**config.mk**
```make
export PLATFORM = sky130hd
export DESIGN_NAME = fetch_sequencer
export DESIGN_NICKNAME = d
export VERILOG_FILES = /design/src/rtl/fetch_sequencer.sv
export SDC_FILE = /design/constraint.sdc
export NUM_CORES = 1
export LEC_CHECK = 0
export ABC_CLOCK_PERIOD_IN_PS = 2810
export CAP_MARGIN = 20
export CORE_MARGIN = 5
export CORE_UTILIZATION = 30
export CTS_BUF_LIST = sky130_fd_sc_hd__clkbuf_16
export CTS_CLUSTER_SIZE = 24
export DETAILED_ROUTE_END_ITERATION = 16
export PLACE_DENSITY = 0.69
export REMOVE_ABC_BUFFERS = 1
export SYNTH_ARGS = -nofsm -noshare
export SYNTH_HDL_FRONTEND = slang
export SYNTH_SLANG_ARGS = --single-unit
```
**constraint.sdc**
```tcl
create_clock -name clock -period 2.81 [get_ports clock]
set_input_delay 0.7025 -clock clock [delete_from_list [all_inputs] [get_ports clock]]
set_output_delay 0.7025 -clock clock [all_outputs]
set_load 0.1 [all_outputs]
```
**src/rtl/fetch_sequencer.sv**
```systemverilog
// fetch_sequencer: program counter and five-phase strobe generator for the
// instruction-fetch side of the processor. The PC is presented as the
// instruction-memory address and only moves at the edge that ends p5.
module fetch_sequencer #(
    parameter int                   PC_WIDTH = 16,
    parameter logic [PC_WIDTH-1:0]  RESET_PC = '0
) (
    input  logic                clock,
    input  logic                reset,
    input  logic                exec,
    input  logic                halt_req,
    input  logic                branch_taken,
    input  logic [PC_WIDTH-1:0] branch_target,
    output logic [PC_WIDTH-1:0] pc_to_memory,
    output logic [PC_WIDTH-1:0] pc_plus_one,
    output logic                p1,
    output logic                p2,
    output logic                p3,
    output logic                p4,
    output logic                p5,
    output logic                running
);

    typedef enum logic {
        IDLE = 1'b0,
        RUN  = 1'b1
    } state_t;

    localparam logic [4:0] PH_NONE = 5'b00000;
    localparam logic [4:0] PH_1    = 5'b00001;
    localparam logic [4:0] PH_2    = 5'b00010;
    localparam logic [4:0] PH_3    = 5'b00100;
    localparam logic [4:0] PH_4    = 5'b01000;
    localparam logic [4:0] PH_5    = 5'b10000;

    localparam logic [PC_WIDTH-1:0] PC_ONE = {{(PC_WIDTH-1){1'b0}}, 1'b1};

    state_t              state;
    logic [4:0]          phase;
    logic [PC_WIDTH-1:0] pc;

    // Sequencer: IDLE waits for exec, RUN rotates the one-hot phase and
    // resolves next-PC / halt at the end of p5.
    always_ff @(posedge clock or posedge reset) begin
        if (reset) begin
            state <= IDLE;
            phase <= PH_NONE;
            pc    <= RESET_PC;
        end else begin
            case (state)
                IDLE: begin
                    phase <= PH_NONE;
                    if (exec) begin
                        state <= RUN;
                        phase <= PH_1;
                    end
                end
                RUN: begin
                    case (phase)
                        PH_1: phase <= PH_2;
                        PH_2: phase <= PH_3;
                        PH_3: phase <= PH_4;
                        PH_4: phase <= PH_5;
                        PH_5: begin
                            // PC always advances, even on halt, so a
                            // restart fetches the following instruction.
                            if (branch_taken) begin
                                pc <= branch_target;
                            end else begin
                                pc <= pc + PC_ONE;
                            end
                            if (halt_req) begin
                                state <= IDLE;
                                phase <= PH_NONE;
                            end else begin
                                phase <= PH_1;
                            end
                        end
                        // Corrupted one-hot pattern: resynchronise to p1.
                        default: phase <= PH_1;
                    endcase
                end
                default: begin
                    state <= IDLE;
                    phase <= PH_NONE;
                end
            endcase
        end
    end

    // Strobes and running come straight from registers; only the link
    // value is combinational.
    always_comb begin
        p1           = phase[0];
        p2           = phase[1];
        p3           = phase[2];
        p4           = phase[3];
        p5           = phase[4];
        running      = (state == RUN);
        pc_to_memory = pc;
        pc_plus_one  = pc + PC_ONE;
    end

endmodule

```
Word level (Yosys, flattened, before mapping):

Cells that the tools add are included.

* equality and inequality tests: 5
* bitwise gates (word level): 1
* multiplexer cells: 9
* reductions and logical operators: 1
* $add $sub $neg: 1

Operators with widths (count)
* 5-bit case mux with 5 select lines: 1
* 16-bit by 1-bit adder with 16-bit output (second input constant): 1
* 16-bit two-way mux: 1
* 5-bit case mux with 2 select lines: 1
* 5-bit by 1-bit == test with 1-bit output (second input constant): 1
* 5-bit by 2-bit == test with 1-bit output (second input constant): 1
* 5-bit by 3-bit == test with 1-bit output (second input constant): 1
* 5-bit by 4-bit == test with 1-bit output (second input constant): 1
* 5-bit == test (second input constant): 1
* 1-bit two-way mux: 5
* 1-bit case mux with 2 select lines: 1
* 2-bit AND reduction: 1
* 1-bit NOT: 1

* register bits: 22
* output and inout bits: 38
* bits of input ports: 21
* logic and storage cells: 20

Logic depth before layout (Yosys ltp):

* word-level depth: 3
* gate-level depth with buffers: 6
* mapped depth without buffers: 5

Worst setup path after synthesis:

Ideal clock, no wire load.

* path type: register to output
* start point: reg pc[1], in the netlist pc_to_memory[1]
* end point: out pc_plus_one[14]
* data required time: 2108 ps
* cell stages (with the launch flop): 5
* data arrival time: 3562 ps
* setup slack: -1455 ps
* path buffers: 0
* cells stage by stage: dfrtp_1 > ha_1 > nand4_1 > or4_4 > xnor2_1

* cells in the longest elaborated chain, start to end: 1

RTL lines
* start: declaration: line 40 `logic [PC_WIDTH-1:0] pc;`
* start signal: assignment: line 68 `pc <= branch_target;`
* start signal: assignment: line 70 `pc <= pc + PC_ONE;`
* 16-bit by 1-bit adder with 16-bit output: line 101 `pc_plus_one = pc + PC_ONE;`
* end: declaration: line 15 `output logic [PC_WIDTH-1:0] pc_plus_one,`

No other way between the ends.

Worst setup path after layout:

Same ends and word-level chain as after synthesis.

==> results.sh <==
export IMPL_run_status="finished, final reports clean"
export IMPL_diodes=0
export IMPL_mappedNetlistArea_mm2=0.001456
export IMPL_rows=25
export IMPL_wirelength_um=4292
export IMPL_crit_fanout=6
export IMPL_area_growth_pct=59.62
export IMPL_grt_pass1_wl_um=6900
export IMPL_setup_tns_ps=0
export IMPL_grt_max_degree=23
export IMPL_async_flop_share_pct=100.0
export IMPL_crit_path_top_delay_cell="or4_4"
export IMPL_root_buffer="clkbuf_16"
export IMPL_drtPass1Iterations=4
export IMPL_fin_nets=247
export IMPL_grt_pass1_vias=1374
export IMPL_yosysSeqAreaShare_pct=37.80
export IMPL_routabilityCongestion=0.7584
export IMPL_die_area_mm2=0.006348
export IMPL_drive_gt1_share_pct=29.91
export IMPL_start_util_pct=30.83
export IMPL_synth_top_area_share_pct=37.80
export IMPL_synthTopCellsByArea="dfrtp_1 (38%), xnor2_1 (4.8%), xor2_1 (4.2%)"
export IMPL_end_kind="primary output"
export IMPL_setup_worst_path_class="flop to primary output"
export IMPL_fmax_ghz=0.3656
export IMPL_drc=0
export IMPL_placed_area_mm2=0.002197
export IMPL_wl_per_cell_um=14.75
export IMPL_synthXorXnorAreaFrac_pct=9.021
export IMPL_final_area_mm2=0.002325
export IMPL_drv_cap=0
export IMPL_relSlewSlack_pct=55.43
export IMPL_syn_inst=163
export IMPL_die_h_um=79.68
export IMPL_cp_slowest_stage_delay_ps=540
export IMPL_synth_edff_count=0
export IMPL_clock_latency_ps=260
export IMPL_hold_viol=0
export IMPL_worstPathRequired_ps=2110
export IMPL_io_pins=59
export IMPL_cts_made_buffers=3
export IMPL_grtUsageTotal_pct=13.66
export IMPL_cp_start_kind="flop"
export IMPL_ctsHtreeMaxLevel=1
export IMPL_muxShareOfSynthArea_pct=4.210
export IMPL_cts_hold_buf=0
export IMPL_final_core_util_pct=49.22
export IMPL_synth_common_cells="dfrtp_1 (22), nand2_1 (15), nor2_1 (15)"
export IMPL_nFillCells=438
export IMPL_synth_compound_area_share_pct=16.92
export IMPL_drt_antenna_violating_nets=0
export IMPL_crit_chain="ha_2 -> nand4_1 -> or4_4 -> xnor2_2 -> buf_12"
export IMPL_vias=1417
export IMPL_grt_ovfl_total=0
export IMPL_period_minus_slack_ps=2735
export IMPL_antenna_found_initial=0
export IMPL_core_mm2=0.004723
export IMPL_ys_warn_count=0
export IMPL_synth_largest_area_cell="dfrtp_1"
export IMPL_synthAdderAreaFrac_pct=0.8591
export IMPL_hold_class="flop to flop"
export IMPL_port_buffers=58
export IMPL_cts_buffer_depth=2
export IMPL_worst_pin_slew_ps=667.8
export IMPL_synth_most_common_cell="dfrtp_1"
export IMPL_hpwlAfterDp_um=3143
export IMPL_post_route_period_util_pct=97.35
export IMPL_setup_violations=0
export IMPL_synth_simple_gate_area_share_pct=25.86
export IMPL_cts_tree="yes"
export IMPL_slew_violations=0
export IMPL_ys_seq_elements=22
export IMPL_syn_avg_cell_area_um2=8.935
export IMPL_ys_types=39
export IMPL_crit_arrival_ps=2030
export IMPL_cts_sinks=22
export IMPL_dpl_cell_count=285
export IMPL_synth_top_family_by_area="simple AND/OR/NAND/NOR gates"
export IMPL_die_w_um=79.68
export IMPL_clock_skew_ps=4.167
export IMPL_crit_family="simple AND/OR/NAND/NOR gates"
export IMPL_clkSlewWorstSetupHoldPaths_ps=60
export IMPL_synth_ff_type="dfrtp_1"
export IMPL_drt_iter0_markers=102
export IMPL_layout_cells_non_filler=291
export IMPL_drt_vias_per_instance=4.869
export IMPL_cp_buffers_inverters=1
==> metrics by stage <==
step | hold slack, ps | setup slack [ps]
after global routing | 566.2 | -0.7343
after floorplan | 691.7 | -1806
after detailed placement | 518.8 | 265.1
after global placement | 512.9 | 296.9
after CTS | 532.1 | 26.83
final | 535.8 | 74.54
==> worst register-to-register path, cell delays in order (launching register included) <==
cell and delay [ps]:
dfrtp_1 430, ha_2 270, nand4_1 130, or4_4 540, a311o_1 360
==> what timing repair did <==
action / 4_1_cts / 5_1_grt
pin swaps: 1 / 0
resized for setup: 1 / 5
buffers inserted: 2 / 0
gates cloned: 0 / 0
endpoints found under the setup margin: 3 / 5
==> placed cells by master (no fill, tap or decap), types with 3 or more instances in the layout <==
master / instances
buf_4: 34
dfrtp_1: 21
clkdlybuf4s50_1: 20
nor2_1: 15
nand2_1: 15
buf_12: 13
o21ai_0: 11
inv_1: 9
nand3_1: 8
xor2_1: 7
a21oi_1: 5
mux2i_1: 5
xnor2_1: 5
nand4_1: 4
a31oi_1: 4
a2bb2oi_1: 4
nor3_1: 3
o21a_1: 3
nor4_1: 3
xnor2_2: 3
clkbuf_16: 3
==> flip-flops by register name (all words and copies together) (netlist names) <==
register / flops
pc_to_memory: 16
phase: 5
running: 1
==> routing by layer <==
layer	share of wire [%]	vias up	global-route usage [%]	wire length, µm
met3	5.5	6	2.032	234
met5	0	-	0	0
met2	47	41	21.87	2033
met1	45	664	18.42	1934
li1	-	706	-	-
met4	2.1	0	5.326	89
==> kinds of logic (layout without fill, tap and decap cells) <==
group                      Yosys count  after routing
xor gates and xnor gates            15             15
and+or+nand+nor                     63             63
buffers and inverters               19             80
DFF                                 22             22
AOI/OAI and AO/OA                   37             37
adders and majority gates            1              1
muxes                                6              6
==> worst paths after layout <==
kind | startpoint | end | slack [ps] | cells past startpoint
min reg2reg | phase[1] | phase[1] | 540 | 1
max | pc_to_memory[1] | pc_plus_one[14] | 70 | 5
min | phase[1] | phase[1] | 540 | 1
max in group asynchronous | reset | pc_to_memory[0] | 1780 | 3
max reg2reg | pc_to_memory[1] | pc_to_memory[14] | 950 | 4
min in group asynchronous | reset | phase[0] | 780 | 3
==> final cells by class <==
| class | instances | area, µm² | area share (%) |
|---|---|---|---|
| Inverter | 9 | 33.78 | 1.453 |
| Multi-Input combinational cell | 122 | 860.8 | 37.03 |
| Tap cell | 67 | 83.83 | 3.606 |
| Sequential cell | 22 | 551.8 | 23.74 |
| Timing Repair Buffer | 67 | 715.7 | 30.79 |
| Clock inverter | 1 | 3.754 | 0.1615 |
| Clock buffer | 3 | 75.07 | 3.229 |
Power is left out: the tool's default activity adds up to more than one toggle a clock period on the data nets, which glitch-free logic cannot reach.
